[config.mk]
export PLATFORM = sky130hd
export DESIGN_NAME = riscv_muldiv_ctrl
export DESIGN_NICKNAME = d
export VERILOG_FILES = /design/src/rtl/riscv_muldiv_ctrl.sv
export SDC_FILE = /design/constraint.sdc
export NUM_CORES = 1
export LEC_CHECK = 0
export ABC_AREA = 1
export CORE_AREA = 3 3 149 151
export CTS_BUF_LIST = sky130_fd_sc_hd__clkbuf_4
export CTS_CLUSTER_DIAMETER = 30
export DETAILED_ROUTE_END_ITERATION = 16
export DIE_AREA = 0 0 152 154
export PLACE_DENSITY_LB_ADDON = 0.05
export SLEW_MARGIN = 20
export SYNTH_ARGS = -nofsm -noshare
export SYNTH_HDL_FRONTEND = slang
export SYNTH_SLANG_ARGS = --single-unit
export TNS_END_PERCENT = 100
[constraint.sdc]
create_clock -name clk_i -period 3.9 [get_ports clk_i]
set_clock_uncertainty 0.2 [all_clocks]
set_input_delay 0.39 -clock clk_i [delete_from_list [all_inputs] [get_ports clk_i]]
set_output_delay 0.39 -clock clk_i [all_outputs]
set_load 0.01 [all_outputs]
[src/rtl/riscv_muldiv_ctrl.sv]
// RV32M multiply/divide unit: iterative shift-add multiplier and restoring divider, 32 cycles per op.
// Define MULDIV_DIV_EN to build the divider; without it, divide ops complete at once with result 0.
module riscv_muldiv_ctrl (
    input  logic        clk_i,
    input  logic        rst_i,
    input  logic        start_i,
    input  logic [2:0]  funct3_i,
    input  logic [31:0] rs1_i,
    input  logic [31:0] rs2_i,
    input  logic        kill_i,
    output logic        ready_o,
    output logic        busy_o,
    output logic        done_o,
    output logic [31:0] result_o
);

`ifdef MULDIV_DIV_EN
    typedef enum logic [1:0] {ST_IDLE = 2'd0, ST_MUL = 2'd1, ST_DIV = 2'd2, ST_DONE = 2'd3} state_t;
`else
    typedef enum logic [1:0] {ST_IDLE = 2'd0, ST_MUL = 2'd1, ST_DONE = 2'd3} state_t;
`endif

    state_t      state, state_nxt;
    logic [4:0]  cnt;
    logic [31:0] acc_hi, acc_lo, opnd;
    logic [1:0]  op_q;
    logic        sign_a_q, sign_b_q;

    logic        accept, in_calc, last;
    logic        a_signed, b_signed, sign_a, sign_b;
    logic [31:0] a_mag, b_mag;
    logic [32:0] mul_sum;
    logic [31:0] mul_hi, mul_lo, mul_res;
    logic [63:0] prod_mag, prod;
    logic [31:0] step_hi, step_lo, step_res;

    assign accept = (state == ST_IDLE) && start_i && !kill_i;
    assign last   = (cnt == 5'd31);
`ifdef MULDIV_DIV_EN
    assign in_calc = (state == ST_MUL) || (state == ST_DIV);
`else
    assign in_calc = (state == ST_MUL);
`endif

    // Operand signedness: DIV/REM have funct3[0]=0; MULHU is the only unsigned-rs1 multiply.
    assign a_signed = funct3_i[2] ? !funct3_i[0] : (funct3_i[1:0] != 2'b11);
    assign b_signed = funct3_i[2] ? !funct3_i[0] : !funct3_i[1];
    assign sign_a   = a_signed && rs1_i[31];
    assign sign_b   = b_signed && rs2_i[31];
    assign a_mag    = sign_a ? -rs1_i : rs1_i;
    assign b_mag    = sign_b ? -rs2_i : rs2_i;

    // Multiply step: acc_lo holds the remaining multiplier bits and fills with product low bits.
    assign mul_sum  = {1'b0, acc_hi} + (acc_lo[0] ? {1'b0, opnd} : 33'd0);
    assign mul_hi   = mul_sum[32:1];
    assign mul_lo   = {mul_sum[0], acc_lo[31:1]};
    assign prod_mag = {mul_hi, mul_lo};
    assign prod     = (sign_a_q ^ sign_b_q) ? -prod_mag : prod_mag;
    assign mul_res  = (op_q == 2'b00) ? prod[31:0] : prod[63:32];

`ifdef MULDIV_DIV_EN
    logic [32:0] div_shift;
    logic        div_ge;
    logic [31:0] div_hi, div_lo, quot, rem, div_res;

    // Restoring step: acc_hi is the partial remainder, acc_lo shifts dividend out and quotient in.
    assign div_shift = {acc_hi, acc_lo[31]};
    assign div_ge    = div_shift >= {1'b0, opnd};
    assign div_hi    = div_ge ? (div_shift[31:0] - opnd) : div_shift[31:0];
    assign div_lo    = {acc_lo[30:0], div_ge};
    assign quot      = (opnd == 32'd0) ? 32'hFFFF_FFFF
                     : ((sign_a_q ^ sign_b_q) ? -div_lo : div_lo);
    assign rem       = sign_a_q ? -div_hi : div_hi;
    assign div_res   = op_q[1] ? rem : quot;
`endif

    always_comb begin
        // NOTE: every combinational output gets a default first so no latch is inferred.
        step_hi  = mul_hi;
        step_lo  = mul_lo;
        step_res = mul_res;
`ifdef MULDIV_DIV_EN
        if (state == ST_DIV) begin
            step_hi  = div_hi;
            step_lo  = div_lo;
            step_res = div_res;
        end
`endif
    end

    always_ff @(posedge clk_i) begin
        // NOTE: registered state uses non-blocking assignments so all flops update together.
        if (rst_i) state <= ST_IDLE;
        else       state <= state_nxt;
    end

    always_comb begin
        state_nxt = state;
        if (kill_i) begin
            state_nxt = ST_IDLE;
        end else begin
            case (state)
                ST_IDLE: if (start_i) begin
`ifdef MULDIV_DIV_EN
                    state_nxt = funct3_i[2] ? ST_DIV : ST_MUL;
`else
                    state_nxt = funct3_i[2] ? ST_DONE : ST_MUL;
`endif
                end
                ST_MUL:  if (last) state_nxt = ST_DONE;
`ifdef MULDIV_DIV_EN
                ST_DIV:  if (last) state_nxt = ST_DONE;
`endif
                ST_DONE: state_nxt = ST_IDLE;
                default: state_nxt = ST_IDLE;
            endcase
        end
    end

    always_comb begin
        ready_o = (state == ST_IDLE);
        busy_o  = (state != ST_IDLE);
        done_o  = (state == ST_DONE);
    end

    always_ff @(posedge clk_i) begin
        if (rst_i) begin
            cnt      <= 5'd0;
            acc_hi   <= 32'd0;
            acc_lo   <= 32'd0;
            opnd     <= 32'd0;
            op_q     <= 2'd0;
            sign_a_q <= 1'b0;
            sign_b_q <= 1'b0;
            result_o <= 32'd0;
        end else if (accept) begin
            op_q     <= funct3_i[1:0];
            sign_a_q <= sign_a;
            sign_b_q <= sign_b;
            cnt      <= 5'd0;
            acc_hi   <= 32'd0;
            acc_lo   <= funct3_i[2] ? a_mag : b_mag;
            opnd     <= funct3_i[2] ? b_mag : a_mag;
`ifndef MULDIV_DIV_EN
            if (funct3_i[2]) result_o <= 32'd0;
`endif
        end else if (in_calc && !kill_i) begin
            acc_hi <= step_hi;
            acc_lo <= step_lo;
            cnt    <= cnt + 5'd1;
            if (last) result_o <= step_res;
        end
    end

endmodule

======== Yosys cells after proc, flatten, opt, wreduce, memory -nomap -nowiden ========
Cells that the tools add are included.
operators by class
  $add $sub $neg .......................... 5
  multipliers ............................. 0
  div/mod/pow operators ................... 0
  $lt $le $gt $ge ......................... 0
  equality and inequality tests ........... 7
  shift operators ......................... 0
  mux-type cells .......................... 19
  bitwise gates (word level) .............. 1
  reduce and logical (&&, ||, !) cells .... 17
operator list
  cell                   number
  $mux W32               12
  $mux W64               1
  $neg A32 Y32           2
  $neg A64 Y64           1
  $add A32 B32 Y33       1
  $mux W2                3
  $ne A2 B2 Y1 const B   3
  $reduce_bool A2 Y1     3
  $add A5 B1 Y5 const B  1
  $eq A5 B5 Y1 const B   1
  $logic_and A1 B1 Y1    5
  $logic_not A2 Y1       2
  $pmux W2 S2            1
  $reduce_or A2 Y1       2
  $logic_not A1 Y1       3
  $reduce_and A3 Y1      1
  $eq A2 B1 Y1 const B   1
  $eq A2 B2 Y1 const B   1
  $mux W1                2
  $ne A2 B1 Y1 const B   1
  $reduce_and A2 Y1      1
  $xor A1 B1 Y1          1
storage, ports and cells
  flip-flop bits (word level) ............. 139
  latch bits .............................. 0
  memory bits (writable) .................. 0
  memory bits (read-only) ................. 0
  memories ................................ 0

======== Logic depth before layout (Yosys ltp) ========
Gate-level depths: netlist (run 1).
  depth in word-level cells ............... 8
  gate-level depth with buffers ........... 26
  gate-level depth less buffers ........... 24

======== Worst setup path before layout (run 1) ========
No wires, ideal clock.
  path type ............................... register to register
  start point ............................. register acc_lo[0]
  end point ............................... register result_o[30]
  library setup time ...................... 0.133 ns
  arrival time ............................ 2.930 ns
  slack ................................... 0.637 ns
  stages on the path, launching flop included .. 26
  buffers on the path ..................... 2
  period minus slack after synthesis ...... 3.263 ns
  cells stage by stage .................... dfxtp_1 clkbuf_1 clkbuf_1 nand2_1 inv_1 ha_1 inv_1 fa_1 inv_1 nand3_1 nand2_2 nand2_1 nand2_2 nand2_1 nand2_2 nand2_1 nor2_1 nand2_1 nor2_4 nand3_2 nand2_2 nand2_1 nand2_1 nand3_1 nand2_1 a21oi_2
between the ends
  cells in the longest elaborated chain, start to end .. 8
ends and longest elaborated chain
  element                 RTL line  text
  from (decl)             25        logic [31:0] acc_hi, acc_lo, opnd;
  from (signal assigned)  142       acc_lo <= funct3_i[2] ? a_mag : b_mag;
  from (signal assigned)  149       acc_lo <= step_lo;
  $mux W32 *              54        assign mul_sum = {1'b0, acc_hi} + (acc_lo[0] ? {1'b0, opnd} : 33'd0);
  $add A32 B32 Y33 *      54
  $neg A64 Y64            58        assign prod = (sign_a_q ^ sign_b_q) ? -prod_mag : prod_mag;
  $mux W64 *              58
  $mux W32 *              59        assign mul_res = (op_q == 2'b00) ? prod[31:0] : prod[63:32];
  $mux W32 *              151       if (last) result_o <= step_res;
  $mux W32 *              147       end else if (in_calc && !kill_i) begin
  $mux W32 *              136       end else if (accept) begin
  to (signal assigned)    151
  to (decl)               14        output logic [31:0] result_o
Every way passes the cells marked *; elsewhere a longest branch is shown, timed or not. The select of a mux whose other input is x is not followed.
A chain may end at the register's enable or synchronous reset.

======== Final worst setup path (run 1) ========
  start point ............................. register acc_lo[0]
  end point ............................... register result_o[11]
The elaborated chain is that of the path after synthesis.

==> results.ini, run 1 <==
[logic_synthesis]
yosys_register_bits=139
synth_top_area_cell=dfxtp_1
synthArstFlopShare_pct=0
ys.warnings.count=0
postSynthCellCount=2246
ys_seq_area_share_pct=21.8
synth.avg_cell_area_um2=5.69
syn_area_um2=12800
synth_nets=2355
yosys.cell_types.count=49
synth_top_cell_area_share_pct=21.8
ys.flop_type=dfxtp_1
synth_edf_count=0
synth.area.top_cells=dfxtp_1 (22%), nand2_1 (21%), inv_1 (11%), nand3_1 (6.6%), nor2_1 (5.6%)

[pwr]
peakVddDrop_v=0.000154
powerDensity_nw_per_um2=266
power.switching_mw=1.49
power_frac_seq_pct=40.7
swShare_pct=39.0
share_comb_of_total_power_pct=31.5
power_mw=3.83
pwr-share-clk_pct=27.7
p_int_mw=2.34
leakagePower_nw=7.56

[placed_design]
pre_cts_ws_ns=0.478
hpwl_um=36900
dp_cells=2566
placed_cell_area_um2=14100
io_buffers=105
globalplace.congestion=1.11

[clock_tree]
cts_buffer_depth=2
cts_resized=0
post_cts_buffers=0
clkSinkCount=139
cts_tree=built
cts_hold_buf=0
cts_root_buf=clkbuf_4
clk_pin_slew_worst_paths_ns=0.14
htreeDepth=4
clk-insertion-delay-late_ns=0.61
cts_buffers=17

[sta]
slew_violations=0
slew_headroom_pct=34.9
worstMarginPinSlew_ns=0.976
fmax_ghz=0.284
worst_slack_ns=0.383
fin_crit_sh_pct=90.2
period_needed_ns=3.52
hold_ws_ns=0.231
final_hold_viol_count=0
rsz0062_at_grt=false
fin_tns_setup_ns=0
setup_viol=0

[global_routing]
grt_pass1_wl_um=72300
grt_usage_pct=38.7
grt_start_max_net_pins=76
overflow=0
antenna_found_initial=1
grt_pass1_vias=13500

[final_layout]
layout_commonest_cell=nand2_1
fin_area_um2=14400
final_cell_mix=nand2_1 (721), inv_1 (387), nor2_1 (188)
drive_above_1_share_pct=6.89
fin_util_pct=68.5
stdcell_count=2599
fin_nets=2419
areaGrowthSynthToFinish_pct=12.3

[detailed_routing]
drt_iter0_drc=1585
vias=14900
ant_nets=0
wirelength_um=46500
wl_per_cell_um=17.9
drt_pre_antenna_iters=8
viasPerCell=5.73
drc=0

[worst_setup_path]
critPathRequiredTime_ns=4.16
critPathMaxFanout=5
reg2regPathDepth=19
critPathCaptureType=flop
start_kind=flop
criticalPathCategory=flop to flop
critical_path_arrival_ns=3.78

[floorplan]
num_rows=53
core-area_um2=21000
die_y_um=154
dieArea_um2=23400
start_util_pct=61.0
top_level_ports=106
die_w_um=152

[worst_hold_path]
min_path_cells=3
hp-class=input pin to flop

[run]
maxCapViolations=0

[run_status]
status=complete, no violations

-- logic make-up after synthesis --
kind of cell               Yosys count  share of synthesized area [%]
adders and majority gates           38                           3.78
AOI/OAI and AO/OA                  283                           13.8
DFF                                139                           21.8
buffers and inverters              485                           14.4
xor gates and xnor gates            67                           4.59
and+or+nand+nor                   1234                           41.7
-- sequential cells by signal, summed over array words and instances, names as in the netlist --
name	flops
acc_hi	32
result_o	32
opnd	32
state	2
acc_lo	32
sign_a_q	1
cnt	5
sign_b_q	1
op_q	2
-- worst max-delay path, cell delays in order, from the launching register on --
cell,delay (ns)
dfxtp_1,0.43
nand2_1,0.08
inv_1,0.05
ha_1,0.22
inv_1,0.08
fa_1,0.41
inv_1,0.11
nand3_1,0.13
nand2_2,0.15
nand2_1,0.06
nand2_1,0.20
nand3_2,0.17
nor2_1,0.14
nand2_1,0.06
nor2_1,0.19
nor2_1,0.08
o21ai_0,0.16
a21oi_1,0.05
o21ai_0,0.32
a21oi_1,0.11
-- final cells by class --
type / count / area [um^2]
timing repair buffer: 125 / 1230
multi-input combinational: 1622 / 8180
tap: 275 / 344
antenna: 2 / 5.00
sequential: 139 / 2780
clock inverter: 13 / 165
fill: 1999 / 6590
clock buffer: 18 / 135
inverter: 405 / 1520
-- cells in the mapped netlist (11+ instances only) --
| master | n |
|---|---|
| inv_1 | 388 |
| a21oi_1 | 81 |
| xnor2_1 | 21 |
| nand2_1 | 721 |
| buf_1 | 13 |
| clkbuf_1 | 59 |
| ha_1 | 37 |
| or2_2 | 13 |
| nand3_2 | 11 |
| nand3b_1 | 13 |
| nand3_1 | 168 |
| nor3_1 | 21 |
| inv_2 | 12 |
| o21ai_0 | 78 |
| nand4_1 | 21 |
| o2111ai_1 | 30 |
| o221ai_1 | 17 |
| xor2_1 | 46 |
| nand2_2 | 33 |
| a31oi_1 | 11 |
| nor2_2 | 17 |
| dfxtp_1 | 139 |
| o211ai_1 | 32 |
| nor2_1 | 190 |
-- path summary, 6_finish.rpt --
check | from | end | slack, ns
worst max-delay path | acc_lo[0]$_SDFFE_PP0P_ | result_o[11]$_SDFFE_PP0P_ | 0.38
worst min-delay path | start_i | state[1]$_SDFFE_PP0P_ | 0.23
worst max register to register | acc_lo[0]$_SDFFE_PP0P_ | result_o[11]$_SDFFE_PP0P_ | 0.38
worst min register to register | cnt[3]$_SDFFE_PP0P_ | cnt[3]$_SDFFE_PP0P_ | 0.27
-- per-layer routing --
| layer | up-vias | wire length, um | track usage, % |
|---|---|---|---|
| li1 | 7223 | - | - |
| met5 | - | 0 | 0 |
| met4 | 0 | 3800 | 26.9 |
| met2 | 837 | 19800 | 59.8 |
| met3 | 187 | 4610 | 7.91 |
| met1 | 6655 | 18400 | 48.3 |
-- power groups by stage --
stage               sequential [mW]  clock (mW)  combinational, mW
finish                         1.56        1.06               1.21
detailed placement             1.59           0               1.16
CTS                            1.55        1.06               1.17
global placement               1.58           0               1.14
floorplan                      1.55           0              0.783
global route                   1.56        1.12               1.31
Note: power is estimated with default switching activity, not from simulation.
==> inputs of run 2 (changes only) <==
--- a/config.mk
+++ b/config.mk
@@ -6,12 +6,14 @@
 export NUM_CORES = 1
 export LEC_CHECK = 0
 export ABC_AREA = 1
+export ABC_CLOCK_PERIOD_IN_PS = 3900
 export CORE_AREA = 3 3 149 151
 export CTS_BUF_LIST = sky130_fd_sc_hd__clkbuf_4
 export CTS_CLUSTER_DIAMETER = 30
 export DETAILED_ROUTE_END_ITERATION = 16
 export DIE_AREA = 0 0 152 154
 export PLACE_DENSITY_LB_ADDON = 0.05
+export RECOVER_POWER = 50
 export SLEW_MARGIN = 20
 export SYNTH_ARGS = -nofsm -noshare
 export SYNTH_HDL_FRONTEND = slang
==> run 2 against run 1 <==
Non-clock buffer count unchanged; critical path type unchanged; via count about the same; register-to-register slack improved by 0.02 ns; first-iteration DRC count increased by 4.4%; routed wire length increased by 0.28%; largest cell class unchanged; cell area decreased by 0.24%.
==> results.ini, run 2 (synthesis results as in run 1) <==
[run_status]
status=complete, no violations

[final_layout]
fillers=2012
areaGrowthSynthToFinish_pct=12.0
fin_area_um2=14300
drive_above_1_share_pct=6.46
layout_commonest_cell=nand2_1
final_cell_mix=nand2_1 (725), inv_1 (388), nor2_1 (190)
fin_nets=2419

[pwr]
power_frac_seq_pct=40.7
peakVddDrop_v=0.000154
leakagePower_nw=7.66
powerDensity_nw_per_um2=267
share_comb_of_total_power_pct=31.4
pwr-share-clk_pct=27.8
p_int_mw=2.33
swShare_pct=39.0
power.switching_mw=1.49

[global_routing]
grt_start_max_net_pins=76
overflow=0
grt_pass1_vias=13500
antenna_found_initial=1
grt_usage_pct=38.7
grt_pass1_wl_um=72300
grt.met1_usage_pct=48.3
gr-max-usage-layer=met2
gr-usage-met3_pct=7.91
met2_usage_pct=59.8

[worst_setup_path]
critPathSlowestCell=dfxtp_1
r2r_setup_slack_ns=0.40
r2r-end=result_o[11]$_SDFFE_PP0P_
path_buf_inv=3
start_kind=flop
critPathRequiredTime_ns=4.17
crit_chain=nand2_1 > inv_1 > ha_1 > inv_1 > fa_1 > inv_1 > nand3_1 > nand2_2 > nand2_1 > nand2_1 > nand3_2 > nor2_1 > nand2_1 > nor2_1 > nor2_1 > o21ai_0 > a21oi_1 > o21ai_0 > a21oi_1
criticalPathCategory=flop to flop
critPathMaxFanout=5
critical_path_arrival_ns=3.77
max_stage_delay_ns=0.43
critPathCaptureType=flop
crit_top_cell=nand2_1
reg2regPathDepth=19
critPathTopFamily=simple AND/OR/NAND/NOR gates
worst_r2r_startpoint=acc_lo[0]$_SDFFE_PP0P_
startpoint=acc_lo[0]$_SDFFE_PP0P_

[clock_tree]
cts_buffer_depth=2
cts_resized=0
clk_pin_slew_worst_paths_ns=0.14
cts_buffers=17
cts_root_buf=clkbuf_4
clkSinkCount=139
htreeDepth=4
clk-insertion-delay-late_ns=0.61
cts_tree=built
cts_hold_buf=0
post_cts_buffers=0

[sta]
worst_slack_ns=0.400
fin_tns_setup_ns=0
fin_crit_sh_pct=89.7
period_needed_ns=3.50
setup_viol=0
rsz0062_at_grt=false
slew_violations=0
slew_headroom_pct=35.9
fmax_ghz=0.286
final_hold_viol_count=0
worstMarginPinSlew_ns=0.960

[floorplan]
start_util_pct=61.0
top_level_ports=106
dieArea_um2=23400
die_y_um=154
core-area_um2=21000
die_w_um=152
num_rows=53

[detailed_routing]
drc=0
vias=14900
wl_per_cell_um=18.0
wirelength_um=46700
drt_pre_antenna_iters=9
drt_iter0_drc=1655
viasPerCell=5.73
ant_nets=0

[placed_design]
placed_cell_area_um2=14100
io_buffers=105
hpwl_um=36900
pre_cts_ws_ns=0.478
globalplace.congestion=1.11

[worst_hold_path]
worst_hold_path.endpoint=state[1]$_SDFFE_PP0P_
worstHoldStart=start_i
hp-class=input pin to flop
min_path_cells=3

[run]
maxCapViolations=0

[run 2: cell types whose count changed in the layout (fill, tap and decap cells not counted), moves of 2 or more]
| cell | delta |
|---|---|
| dlygate4sd3_1 | +35 |
| clkbuf_1 | +2 |
| buf_4 | -3 |
| nand2_2 | -4 |
| nand2_1 | +4 |
| clkdlybuf4s50_1 | -35 |
| nor2_1 | +2 |
[run 2: worst max-delay path by stage]
stage	end	cells past startpoint	slack, ns
after floorplan	result_o[30]$_SDFFE_PP0P_	25	0.64
after global placement	result_o[11]$_SDFFE_PP0P_	19	0.54
after detailed placement	result_o[11]$_SDFFE_PP0P_	19	0.48
after CTS	result_o[11]$_SDFFE_PP0P_	19	0.47
after global routing	result_o[11]$_SDFFE_PP0P_	19	0.05
final	result_o[11]$_SDFFE_PP0P_	19	0.40
[run 2: area by class of cell]
cell class / instances / area [um^2] / area share (%)
clock buffer: 18 / 135 / 0.943
tap: 275 / 344 / 2.40
antenna: 2 / 5.00 / 0.0349
clock inverter: 13 / 165 / 1.15
sequential: 139 / 2780 / 19.4
timing repair buffer: 125 / 1220 / 8.49
inverter: 405 / 1520 / 10.6
multi-input combinational: 1622 / 8160 / 56.9
[run 2: power by group through the flow]
stage	clock [mW]	sequential, mW	combinational [mW]
finish	1.07	1.56	1.20
global route	1.12	1.56	1.30
CTS	1.06	1.55	1.17
detailed placement	0	1.59	1.16
global placement	0	1.58	1.14
floorplan	0	1.55	0.783
[run 2: per-stage QoR]
step	util (%)	instances	hold slack, ns	power, mW
after floorplan	-	2246	0.238	2.34
after global placement	67.1	2566	0.248	2.72
after detailed placement	67.1	2566	0.252	2.75
after CTS	68.5	2597	0.230	3.78
after global routing	68.4	2599	0.202	3.99
final	68.4	2599	0.175	3.83
[run 2: worst min-delay path, cell delays in order]
cell	delay, ns
clkdlybuf4s50_1	0.39
nand2_1	0.08
a211oi_1	0.07
[run 2: per-layer routing]
metal / part of all wire, % / wire, um
met1: 39 / 18400
met2: 42 / 19700
met3: 10 / 4690
met4: 8.5 / 3950
met5: 0 / 0
==> inputs of run 3 (changes only) <==
--- a/config.mk
+++ b/config.mk
@@ -18,4 +18,3 @@
 export SYNTH_ARGS = -nofsm -noshare
 export SYNTH_HDL_FRONTEND = slang
 export SYNTH_SLANG_ARGS = --single-unit
-export TNS_END_PERCENT = 100
==> results of run 3 <==
No change in the layout: final DEF, timing and power equal those of run 2.
